### src/rtl/seg_shift_tx.sv
// Serial transmitter for shift-register display chains: captures a parallel frame on a
// start rising edge and shifts it out on SEGDT under a registered, divided SEGCLK.
module seg_shift_tx #(
  parameter int DATA_W     = 64,
  parameter int CLK_DIV    = 1,
  parameter int MSB_FIRST  = 1,
  parameter int GAP_CYCLES = 2
) (
  input  logic              clk,
  input  logic              rst,
  input  logic              start,
  input  logic [DATA_W-1:0] PData,
  output logic              busy,
  output logic              done,
  output logic              SEGCLK,
  output logic              SEGCLR,
  output logic              SEGDT,
  output logic              SEGEN,
  output logic [1:0]        dbg_state_o
);

  localparam int BW = $clog2(DATA_W + 1);
  localparam int PW = $clog2(2 * CLK_DIV);
  localparam int GW = $clog2(GAP_CYCLES + 1);

  localparam logic [BW-1:0] BIT_LAST = BW'(DATA_W - 1);
  localparam logic [BW-1:0] BIT_END  = BW'(DATA_W);
  localparam logic [PW-1:0] PH_RISE  = PW'(CLK_DIV - 1);
  localparam logic [PW-1:0] PH_LAST  = PW'(2 * CLK_DIV - 1);
  localparam logic [GW-1:0] GAP_LAST = GW'(GAP_CYCLES - 1);
  localparam logic [GW-1:0] GAP_DONE = GW'((GAP_CYCLES >= 2) ? GAP_CYCLES - 2 : 0);

  typedef enum logic [1:0] {IDLE = 2'd0, SHIFT = 2'd1, GAP = 2'd2} state_t;

  // Handshake: a request is the cycle in which start is seen newly high; each
  // request is captured into a one-deep shadow (latest wins) until a load consumes it.
  function automatic logic out_bit(input logic [DATA_W-1:0] v);
    return (MSB_FIRST != 0) ? v[DATA_W-1] : v[0];
  endfunction

  function automatic logic [DATA_W-1:0] shift_once(input logic [DATA_W-1:0] v);
    return (MSB_FIRST != 0) ? {v[DATA_W-2:0], 1'b0} : {1'b0, v[DATA_W-1:1]};
  endfunction

  state_t            state_q, state_d;
  logic [1:0]        samp_q;
  logic [DATA_W-1:0] shadow_q, sh_q, sh_d, load_src;
  logic              pend_q, req, load;
  logic [BW-1:0]     bit_q, bit_d;
  logic [PW-1:0]     phase_q, phase_d;
  logic [GW-1:0]     gap_q, gap_d;
  logic              busy_q, busy_d, done_q, done_d;
  logic              segclk_q, segclk_d, segdt_q, segdt_d;
  logic              segclr_q, segen_q;

  assign req = (samp_q == 2'b01);
  // A request landing on the load edge itself is taken directly, so it is never stale.
  assign load_src = req ? PData : shadow_q;

  always_comb begin
    state_d  = state_q;
    sh_d     = sh_q;
    bit_d    = bit_q;
    phase_d  = phase_q;
    gap_d    = gap_q;
    busy_d   = busy_q;
    done_d   = 1'b0;
    segclk_d = segclk_q;
    segdt_d  = segdt_q;
    load     = 1'b0;
    case (state_q)
      IDLE: begin
        busy_d   = 1'b0;
        segclk_d = 1'b0;
        segdt_d  = 1'b0;
        load     = pend_q;
      end
      SHIFT: begin
        if (phase_q == PH_LAST) begin
          phase_d  = '0;
          segclk_d = 1'b0;
          if (bit_q == BIT_LAST) begin
            bit_d   = BIT_END;
            state_d = GAP;
            segdt_d = 1'b0;
            gap_d   = '0;
            done_d  = (GAP_CYCLES == 1);
          end else begin
            bit_d   = bit_q + 1'b1;
            sh_d    = shift_once(sh_q);
            segdt_d = out_bit(shift_once(sh_q));
          end
        end else begin
          phase_d  = phase_q + 1'b1;
          segclk_d = (phase_q >= PH_RISE);
        end
      end
      GAP: begin
        if (gap_q == GAP_LAST) begin
          if (pend_q) begin
            load = 1'b1;
          end else begin
            state_d = IDLE;
            busy_d  = 1'b0;
          end
        end else begin
          gap_d  = gap_q + 1'b1;
          done_d = (gap_q == GAP_DONE);
        end
      end
      default: state_d = IDLE;
    endcase
    if (load) begin
      state_d  = SHIFT;
      sh_d     = load_src;
      segdt_d  = out_bit(load_src);
      segclk_d = 1'b0;
      phase_d  = '0;
      bit_d    = '0;
      gap_d    = '0;
      busy_d   = 1'b1;
    end
  end

  always_ff @(posedge clk) begin
    if (rst) begin
      state_q  <= IDLE;
      samp_q   <= 2'b00;
      shadow_q <= '0;
      pend_q   <= 1'b0;
      sh_q     <= '0;
      bit_q    <= '0;
      phase_q  <= '0;
      gap_q    <= '0;
      busy_q   <= 1'b0;
      done_q   <= 1'b0;
      segclk_q <= 1'b0;
      segdt_q  <= 1'b0;
      segclr_q <= 1'b0;
      segen_q  <= 1'b0;
    end else begin
      state_q  <= state_d;
      samp_q   <= {samp_q[0], start};
      if (req) shadow_q <= PData;
      if (load)     pend_q <= 1'b0;
      else if (req) pend_q <= 1'b1;
      sh_q     <= sh_d;
      bit_q    <= bit_d;
      phase_q  <= phase_d;
      gap_q    <= gap_d;
      busy_q   <= busy_d;
      done_q   <= done_d;
      segclk_q <= segclk_d;
      segdt_q  <= segdt_d;
      segclr_q <= 1'b1;
      segen_q  <= 1'b1;
    end
  end

  assign busy        = busy_q;
  assign done        = done_q;
  assign SEGCLK      = segclk_q;
  assign SEGDT       = segdt_q;
  assign SEGCLR      = segclr_q;
  assign SEGEN       = segen_q;
  assign dbg_state_o = state_q;

endmodule

### config.mk
export PLATFORM = sky130hd
export DESIGN_NAME = seg_shift_tx
export DESIGN_NICKNAME = d
export VERILOG_FILES = /design/src/rtl/seg_shift_tx.sv
export SDC_FILE = /design/constraint.sdc
export NUM_CORES = 1
export LEC_CHECK = 0
export BUFFER_PORTS_ARGS = -buffer_cell sky130_fd_sc_hd__buf_2
export CORE_AREA = 8 8 111 189
export CTS_BUF_LIST = sky130_fd_sc_hd__clkbuf_4 sky130_fd_sc_hd__clkbuf_8
export DETAILED_ROUTE_END_ITERATION = 8
export DIE_AREA = 0 0 119 197
export GPL_TIMING_DRIVEN = 0
export PLACE_DENSITY = 0.66
export SLEW_MARGIN = 10
export SYNTH_ARGS = -nofsm -noshare
export SYNTH_HDL_FRONTEND = slang
export SYNTH_SLANG_ARGS = --single-unit
### constraint.sdc
create_clock -name clk -period 1.8 [get_ports clk]
set_input_delay 0.36 -clock clk [delete_from_list [all_inputs] [get_ports clk]]
set_output_delay 0.36 -clock clk [all_outputs]
set_load 0.03 [all_outputs]
==> metrics.md <==
| Metric | Value |
|---|---|
| Crit end category | flip-flop |
| Synth async-reset ratio | 0% |
| Hold Slack | 0.1522 ns |
| Post-route DRC | 0 |
| Worst setup margin | -0.01176 ns |
| Worst-Skew Late Latency | 0.45 ns |
| Site Rows | 66 |
| Critical path startpoint | bit_q[1] |
| Post-synth EDFFs | 0 |
| Final hold vios | 0 |
| Power Dens Cells | 927.2 nW/µm² |
| All-Layer GR Usage | 13.34% |
| Leak pwr | 3.596 nW |
| Crit path kind | flip-flop to flip-flop |
| Post-DP HPWL | 10970 µm |
| Pin count of the biggest net entering global routing | 17 |
| Crit Reg-Reg Endpoint | sh_q[54] |
| Worst slew margin | 51.93% |
| Final GP Congestion | 0.7685 |
| Skew final | 0.02327 ns |
| Width of the die | 119 µm |
| Global-route wire length before repair | 25500 µm |
| Syn_nets | 729 |
| Max-slew violation count | 0 |
| Primary FF master, synth | dfxtp_1 |
| Initial antenna violation count | 0 |
| Max cap viols | 0 |
| Mapped cell area | 6696 µm² |
| Clock sink count | 147 |
| DR pass1 iterations | 4 |
| Fill cells | 1765 |
| Hold Path Stages | 2 |
| Final period utilization | 100.7% |
| CTS H-tree lvls | 4 |
| Grt ovf | 0 |
| CTS tree | yes |
| Worst setup SP type | flip-flop |
| Core area | 18420 µm² |
| DRT Wirelength | 15630 µm |
| Crit path to | sh_q[54] |
| DRT iter0 DRCs | 153 |
| Register area | 2953 µm² |
| Worst r2r path cells | 7 |
| Post-route ant nets | 0 |
| Worst slew pin tran | 0.7211 ns |
| IO Pins | 75 |
| Inserted Clock Buffers | 17 |
| Initial Utilization | 36.36% |
| Final setup viols | 4 |
| Req. time, crit path | 2.14 ns |
| Netlist cell types | 49 |
| Worst-path fanout max | 5 |
| Total power | 7.652 mW |
| Syn Inst Count | 659 |
| Clk root buf | clkbuf_8 |
| Worst-case clock buffer depth | 2 |
| Die area | 23440 µm² |
| Post-CTS Hold Buffers | 0 |
| Failing checks | negative setup slack |
| Clock transition at path regs | 0.10 ns |
| Final min period | 1.812 ns |
| Detail-routed net length per standard cell | 15.44 µm |
| Area occupied by multi-input gates | 3420 µm² |
| Register-to-register setup slack | -0.01 ns |
| Share of layout cells above drive strength 1 | 31.27% |
| Vias in the first global route | 5249 |
| Syn_area_per_cell | 10.16 µm² |
| Diode count | 0 |
| Fmax | 552.0 MHz |
| Non-Filler Instances | 1012 |
| Area Growth Syn to Fin | 23.24% |
| Dpl cells | 970 |
| Nets | 832 |
| Critical path arrival | 2.15 ns |
| Status | finished, violations left |
| Flops & latches, synth | 147 |
| Vias per cell | 4.958 |
| Syn. warnings | 0 |
| Hold/Removal Path Class | input pin to flip-flop |
| RSZ-0062 raised after global routing | true |
| Die Ht | 197 µm |
| Via Count | 5017 |
| Worst VDD drop | 0.0005259 V |
| PortBufs | 73 |
| FF-to-FF Start | bit_q[1] |
| Sequential area share after synthesis | 43.95% |
-- metrics by stage --
| step | setup slack (ns) | TNS [ns] | util [%] | area [µm²] |
|---|---|---|---|---|
| floorplan | 0.03240 | 0 | - | 6698 |
| global placement | -0.2145 | -10.95 | 39.97 | 7361 |
| detailed placement | -0.2177 | -11.08 | 39.97 | 7361 |
| CTS | 0.001382 | 0 | 43.38 | 7988 |
| global route | -0.08128 | -2.223 | 44.82 | 8253 |
| finish | -0.01176 | -0.03390 | 44.82 | 8253 |
-- cell usage in the layout, fill, tap and decap left out, types with 2 or more instances in the layout --
master / Yosys / layout
inv_1: 5 / 4
or2_4: 0 / 2
xor2_1: 3 / 3
dfxtp_1: 147 / 141
o21bai_1: 46 / 46
mux2i_1: 65 / 63
nor2b_1: 4 / 4
clkbuf_4: 0 / 7
nand2b_1: 12 / 12
nor4b_1: 17 / 13
buf_2: 13 / 75
dfxtp_2: 0 / 5
buf_6: 8 / 9
buf_4: 2 / 12
clkbuf_1: 24 / 19
o21ai_0: 2 / 2
nor2_1: 32 / 32
clkbuf_8: 9 / 26
and2_1: 45 / 45
mux2i_2: 0 / 2
nand2_1: 66 / 66
clkinv_4: 0 / 2
buf_8: 1 / 6
o211ai_1: 45 / 45
nand3_1: 5 / 4
nand3b_1: 2 / 2
a41o_2: 7 / 7
buf_12: 0 / 2
a21oi_1: 7 / 7
clkbuf_16: 0 / 5
bufinv_16: 0 / 7
inv_6: 0 / 2
a41o_1: 10 / 10
ha_4: 0 / 2
nor4b_2: 0 / 4
mux2_2: 45 / 45
xnor2_1: 2 / 2
or2b_2: 8 / 8
buf_1: 3 / 2
-- worst max-delay path: stages, from the launching register on --
cell and delay (ns):
dfxtp_4 0.37, ha_4 0.14, nand3_4 0.09, o31a_4 0.38, or2_4 0.26, buf_6 0.14, clkbuf_16 0.15, a41o_1 0.17
-- repair_timing --
item / in CTS / in global routing
setup endpoints to repair: 76 / 70
gates cloned: 0 / 6
resized for setup: 33 / 33
buffers inserted: 3 / 2
pin swaps: 10 / 52
-- power by group --
group          switching [mW]  internal, mW
Combinational           0.494         0.486
Sequential             0.0407          3.36
Clock                    1.30          1.97
Total                    1.83          5.82
-- synthesized netlist by cell type (9+ instances only) --
cell	number	share of area [%]
buf_2	13	0.97
mux2i_1	65	9.7
clkbuf_1	24	1.3
o21bai_1	46	5.2
clkbuf_8	9	1.8
and2_1	45	4.2
nand2b_1	12	1.1
nand2_1	66	3.7
mux2_2	45	7.6
a41o_1	10	1.5
nor2_1	32	1.8
dfxtp_1	147	44
o211ai_1	45	5.0
nor4b_1	17	2.2
-- cells by family after synthesis --
logic type | share of synthesized area [%]
adders and majority gates | 0.5606
buffers and inverters | 6.409
AOI/OAI and AO/OA | 14.35
muxes | 17.28
DFF | 43.95
and+or+nand+nor | 16.80
xor gates and xnor gates | 0.6541
-- layout make-up --
class,instances,area share (%)
plain buffers,60,6.428
clock buffers,19,3.017
clock inverters,12,3.062
inverters,5,0.2274
multi-input cells,447,41.43
flip-flops and latches,147,35.78
well taps,238,3.608
repair buffers,84,6.443
-- registers in the layout, indices dropped and copies added, names as in the netlist --
| signal | count |
|---|---|
| SEGCLK | 1 |
| SEGDT | 1 |
| SEGEN | 1 |
| bit_q | 7 |
| busy | 1 |
| dbg_state_o | 2 |
| done | 1 |
| gap_q | 2 |
| pend_q | 1 |
| phase_q | 1 |
| samp_q | 2 |
| sh_q | 63 |
| shadow_q | 64 |
-- per-layer routing --
metal / up-vias / share of wire, % / global-route usage [%]
met1: 2405 / 42 / 14.16
met3: 17 / 2.0 / 2.779
met2: 69 / 54 / 24.82
li1: 2526 / - / -
met4: 0 / 1.8 / 5.511
met5: - / 0 / 0
-- worst min-delay path by stage --
stage               slack (ns)           end       from
floorplan                 0.43     samp_q[1]  samp_q[0]
global placement          0.44      sh_q[33]   sh_q[33]
detailed placement        0.45     samp_q[1]  samp_q[0]
CTS                       0.14  shadow_q[48]  PData[48]
global route              0.15     samp_q[0]      start
finish                    0.15     samp_q[0]      start
No activity file was read; power rests on OpenSTA's default activity.
